$ cat config.mk
export PLATFORM = sky130hd
export DESIGN_NAME = pc_sequencer
export DESIGN_NICKNAME = d
export VERILOG_FILES = /design/src/rtl/pc_sequencer.sv
export SDC_FILE = /design/constraint.sdc
export NUM_CORES = 1
export LEC_CHECK = 0
export ABC_CLOCK_PERIOD_IN_PS = 4460
export CORE_AREA = 2 2 186 188
export CTS_BUF_LIST = sky130_fd_sc_hd__clkbuf_4
export DETAILED_ROUTE_END_ITERATION = 8
export DIE_AREA = 0 0 188 190
export SLEW_MARGIN = 30
export SYNTH_ARGS = -nofsm -noshare
export SYNTH_HDL_FRONTEND = slang
export SYNTH_SLANG_ARGS = --single-unit
$ cat constraint.sdc
create_clock -name clk -period 4.46 [get_ports clk]
set_clock_uncertainty 0.2 [all_clocks]
set_input_delay 0.446 -clock clk [delete_from_list [all_inputs] [get_ports clk]]
set_output_delay 0.446 -clock clk [all_outputs]
set_load 0.01 [all_outputs]
$ cat src/rtl/pc_sequencer.sv
// Multicycle PC sequencer: FETCH -> WAIT_DEC -> RESOLVE -> COMMIT with five next-PC sources.
// Optional retire counter is enabled by defining PC_RETIRE_CNT_EN.
module pc_sequencer #(
    parameter logic [31:0] RESET_PC = 32'd0
) (
    input  logic        clk,
    input  logic        rst_n,
    input  logic        start,
    input  logic        halt,
    output logic        fetch_req,
    input  logic        fetch_ready,
    input  logic        instr_valid,
    input  logic [3:0]  path_index,
    input  logic [25:0] addr,
    input  logic [15:0] imm,
    input  logic        branch_taken,
    input  logic [31:0] reg_addr,
    output logic [31:0] pc,
    output logic        pc_update,
    output logic        link_we,
    output logic [31:0] link_data,
    output logic        busy,
    output logic [2:0]  state,
    output logic [31:0] retire_count
);

    localparam logic [2:0] S_IDLE     = 3'd0;
    localparam logic [2:0] S_FETCH    = 3'd1;
    localparam logic [2:0] S_WAIT_DEC = 3'd2;
    localparam logic [2:0] S_RESOLVE  = 3'd3;
    localparam logic [2:0] S_COMMIT   = 3'd4;
    localparam logic [2:0] S_HALTED   = 3'd5;

    localparam logic [3:0] PATH_BRANCH = 4'd4;
    localparam logic [3:0] PATH_J      = 4'd5;
    localparam logic [3:0] PATH_JAL    = 4'd6;
    localparam logic [3:0] PATH_JR     = 4'd8;

    logic [2:0]  r_state;
    logic [31:0] r_pc;
    logic [31:0] r_nextPc;
    logic        r_pcUpdate;
    logic        r_linkWe;
    logic [31:0] r_linkData;
    logic        r_haltPending;
    logic [3:0]  r_path;
    logic [25:0] r_addr;
    logic [15:0] r_imm;
    logic        r_taken;
    logic [31:0] r_regAddr;

    logic [31:0] w_pcPlus1;
    logic [31:0] w_branchTarget;
    logic        w_haltReq;

    assign w_pcPlus1      = r_pc + 32'd1;
    assign w_branchTarget = w_pcPlus1 + {{16{r_imm[15]}}, r_imm};
    // A halt arriving in the COMMIT cycle itself must still steer that transition.
    assign w_haltReq      = r_haltPending |
                            (halt & (r_state != S_IDLE) & (r_state != S_HALTED));

    always_ff @(posedge clk) begin
        if (!rst_n) begin
            r_state       <= S_IDLE;
            r_pc          <= RESET_PC;
            r_nextPc      <= 32'd0;
            r_pcUpdate    <= 1'b0;
            r_linkWe      <= 1'b0;
            r_linkData    <= 32'd0;
            r_haltPending <= 1'b0;
            r_path        <= 4'd0;
            r_addr        <= 26'd0;
            r_imm         <= 16'd0;
            r_taken       <= 1'b0;
            r_regAddr     <= 32'd0;
        end else begin
            r_haltPending <= w_haltReq;
            r_pcUpdate    <= (r_state == S_RESOLVE);
            r_linkWe      <= (r_state == S_RESOLVE) && (r_path == PATH_JAL);
            case (r_state)
                S_IDLE: begin
                    if (start) r_state <= S_FETCH;
                end
                S_FETCH: begin
                    if (fetch_ready) r_state <= S_WAIT_DEC;
                end
                S_WAIT_DEC: begin
                    if (instr_valid) begin
                        r_path    <= path_index;
                        r_addr    <= addr;
                        r_imm     <= imm;
                        r_taken   <= branch_taken;
                        r_regAddr <= reg_addr;
                        r_state   <= S_RESOLVE;
                    end
                end
                S_RESOLVE: begin
                    case (r_path)
                        PATH_J, PATH_JAL: r_nextPc <= {r_pc[31:26], r_addr};
                        PATH_JR:          r_nextPc <= r_regAddr;
                        PATH_BRANCH:      r_nextPc <= r_taken ? w_branchTarget : w_pcPlus1;
                        default:          r_nextPc <= w_pcPlus1;
                    endcase
                    if (r_path == PATH_JAL) r_linkData <= w_pcPlus1;
                    r_state <= S_COMMIT;
                end
                S_COMMIT: begin
                    r_pc <= r_nextPc;
                    if (w_haltReq) begin
                        r_state       <= S_HALTED;
                        r_haltPending <= 1'b0;
                    end else begin
                        r_state <= S_FETCH;
                    end
                end
                S_HALTED: r_state <= S_HALTED;
                default:  r_state <= S_IDLE;
            endcase
        end
    end

`ifdef PC_RETIRE_CNT_EN
    logic [31:0] r_retireCount;

    always_ff @(posedge clk) begin
        if (!rst_n) begin
            r_retireCount <= 32'd0;
        end else if (r_state == S_COMMIT) begin
            r_retireCount <= r_retireCount + 32'd1;
        end
    end

    assign retire_count = r_retireCount;
`else
    assign retire_count = 32'd0;
`endif

    assign state     = r_state;
    assign pc        = r_pc;
    assign pc_update = r_pcUpdate;
    assign link_we   = r_linkWe;
    assign link_data = r_linkData;
    assign fetch_req = (r_state == S_FETCH);
    assign busy      = (r_state == S_FETCH) || (r_state == S_WAIT_DEC) ||
                       (r_state == S_RESOLVE) || (r_state == S_COMMIT);

endmodule

==> metrics.txt <==
share of cells above drive strength 1=0.0741; most frequent cells in the layout=nand2_1, dfxtp_1, clkdlybuf4s50_1; DIE AREA=35700 um2; total CTS buffers=17; Yosys reg bits=181; post-synth design cell area=9990 um2; Initial Util=0.294; FMAX=237 MHz; final wirelength=33600 um; result of the run=finished clean; antenna violations before repair=2; H-tree levels=4; critical path endpoint category=flip-flop; final hold violations=0; global placer's final weighted congestion=0.963; final net count=1517; IO Port Bufs=155; Placeable Area=33900 um2; Slew headroom=0.422; largest fanout on the critical path=7; Synthesis Warnings=0; Worst EP arrival=4.52 ns; Peak VDD IR=139 uV; Synth cell types=68; First-pass DRT Iterations=5; PD cells=231 nW/um2; Max-Cap Viols=0; Final WS setup=0.233 ns; max-slew violations=0; worst slew pin tran=0.864 ns; die width=188 um; Final period util=0.948; TritonCTS clock tree=done; worst-case clock buffer depth=2; total gr overflow=0; post-route ant nets=0; post-cts hold buffer count=0; Placement Setup Slack=0.00582 ns; commonest non-fill, non-tap cell in the layout=nand2_1; Avg WL per Cell=18.1 um; io pins=188; Final TNS setup=0 ns; DRC marker count from the first detailed-route iteration=766; Synth async-reset ratio=0; die height=190 um; Hold WC Path Type=in2reg; first-pass GRT wire length=51700 um; total track usage=0.186; Residual DRC=0; vias per inst=5.02; prevailing post-synth register cell=dfxtp_1; Syn Area/Cell=7.95 um2; Setup Crit Path Kind=reg2reg; synthesis-to-layout area growth=23.7%; total number of vias=9341; Final setup viols=0; WP data required=4.76 ns; leakage power=4.81 nW; filler instances=3610; HPWL Detailed=25000 um; cell at the root of the clock tree=clkbuf_4; gate count of the mapped netlist=1256; sequential-to-total area share from yosys stat=0.363; Tmin final=4.23 ns; CP startpoint kind=flip-flop; Clock Latency Late Sink=0.59 ns; clk sinks=181; number of synthesized flops with an enable pin=0; Clock transition at path regs=0.16 ns; largest net degree at the start of global routing=92; cell row count=68; via count of the first global-routing pass=8709
power by group:
| part | total [mW] | switching [mW] | internal, mW |
|---|---|---|---|
| Combinational | 0.256 | 0.128 | 0.128 |
| Clock | 0.940 | 0.615 | 0.325 |
| Sequential | 1.66 | 0.0220 | 1.64 |
registers in the layout (all words and copies together) (netlist names):
| name | cells |
|---|---|
| link_data | 32 |
| pc | 32 |
| r_nextPc | 32 |
| r_regAddr | 32 |
| r_addr | 26 |
| r_imm | 16 |
| r_path | 4 |
| state | 3 |
| link_we | 1 |
| pc_update | 1 |
| r_haltPending | 1 |
| r_taken | 1 |
synthesized netlist by cell type (all sizes together), types with 2 or more instances:
| cell type | n | share of area |
|---|---|---|
| o211ai | 7 | 0.0053 |
| and2 | 5 | 0.0031 |
| a21oi | 48 | 0.024 |
| nand3 | 25 | 0.013 |
| nand2 | 286 | 0.11 |
| o311ai | 4 | 0.0050 |
| o22ai | 2 | 0.0013 |
| ha | 40 | 0.050 |
| a221o | 17 | 0.017 |
| o21ai | 51 | 0.026 |
| or3 | 7 | 0.0049 |
| xnor2 | 32 | 0.028 |
| a221oi | 30 | 0.028 |
| a21boi | 115 | 0.086 |
| o211a | 11 | 0.011 |
| a41o | 2 | 0.0020 |
| nor3 | 19 | 0.013 |
| inv | 29 | 0.011 |
| o41ai | 2 | 0.0018 |
| dfxtp | 181 | 0.36 |
| o31a | 3 | 0.0026 |
| a31oi | 6 | 0.0038 |
| and4 | 4 | 0.0035 |
| nand3b | 4 | 0.0030 |
| o21a | 9 | 0.0068 |
| nand4 | 15 | 0.011 |
| and3 | 4 | 0.0026 |
| nor3b | 20 | 0.015 |
| buf | 35 | 0.025 |
| nor4 | 3 | 0.0019 |
| nor2 | 90 | 0.034 |
| a22oi | 3 | 0.0023 |
| o221ai | 6 | 0.0053 |
| a21o | 10 | 0.0075 |
| a211o | 2 | 0.0018 |
| xor2 | 22 | 0.019 |
| nand2b | 4 | 0.0025 |
| nor2b | 7 | 0.0044 |
| clkbuf | 72 | 0.027 |
| or2 | 5 | 0.0031 |
| a211oi | 5 | 0.0038 |
cells by family (layout without fill, tap and decap cells):
family,count (synthesis),in the layout,synth area share
buf+inv,137,253,0.0637
compound gates,340,340,0.248
other cells,1,33,0.000375
fa+ha+maj,41,41,0.0521
mux,1,1,0.00100
xor+xnor,54,54,0.0473
simple gates,501,501,0.225
flops,181,181,0.363
worst max-delay path, cell delays in order (launching register included):
cell and delay (ns):
dfxtp_1 0.53, and4_1 0.33, and3_2 0.25, nand4_2 0.16, or3_4 0.45, xnor2_2 0.32
ha_1 0.41, a21oi_2 0.26, o21bai_1 0.09, a21oi_1 0.22, o21ai_0 0.11, a221oi_1 0.39
o211ai_1 0.16, a22oi_1 0.19, nand2_1 0.07
final timing paths:
kind	from	to	slack [ns]	cells after the start
min reg2reg	r_nextPc[0]$_SDFFE_PN0P_	pc[0]$_SDFFE_PN0P_	0.26	2
max reg2reg	pc[10]$_SDFFE_PN0P_	r_nextPc[30]$_SDFFE_PN0P_	0.23	14
max	pc[10]$_SDFFE_PN0P_	r_nextPc[30]$_SDFFE_PN0P_	0.23	14
min	reg_addr[1]	r_regAddr[1]$_SDFFE_PN0P_	0.21	3
through the flow:
| step | power (mW) | std cells | hold slack [ns] | utilization | cell area [um2] |
|---|---|---|---|---|---|
| detailed placement | 1.95 | 1825 | 0.249 | 0.354 | 12000 |
| CTS | 2.90 | 1856 | 0.153 | 0.362 | 12300 |
| global route | 2.99 | 1859 | 0.171 | 0.364 | 12400 |
| global placement | 1.95 | 1825 | 0.251 | 0.354 | 12000 |
| floorplan | 1.84 | 1287 | 0.225 | - | 10100 |
| finish | 2.86 | 1859 | 0.205 | 0.364 | 12400 |
routing by layer:
metal | vias to the layer above | routed length (um) | share of wire | global-route usage
met4 | 0 | 418 | 0.012 | 0.0512
met2 | 306 | 13900 | 0.41 | 0.268
met5 | - | 0 | 0 | 0
met1 | 4408 | 17400 | 0.52 | 0.284
li1 | 4604 | - | - | -
met3 | 23 | 1930 | 0.057 | 0.0275
repair_timing:
action	4_1_cts	5_1_grt
setup buffers	0	2
resized for setup	1	13
endpoints found under the setup margin	1	13
pin swaps	0	2
cell type report:
| cell class | count | area [um2] | area share |
|---|---|---|---|
| tap | 455 | 569 | 0.0461 |
| antenna | 1 | 2.50 | 0.000202 |
| multi-input combinational | 969 | 5950 | 0.481 |
| sequential | 181 | 3630 | 0.293 |
| clock inverter | 14 | 135 | 0.0109 |
| clock buffer | 17 | 128 | 0.0103 |
| timing repair buffer | 192 | 1840 | 0.149 |
| inverter | 30 | 113 | 0.00911 |
(Power assumes the default switching activity.)
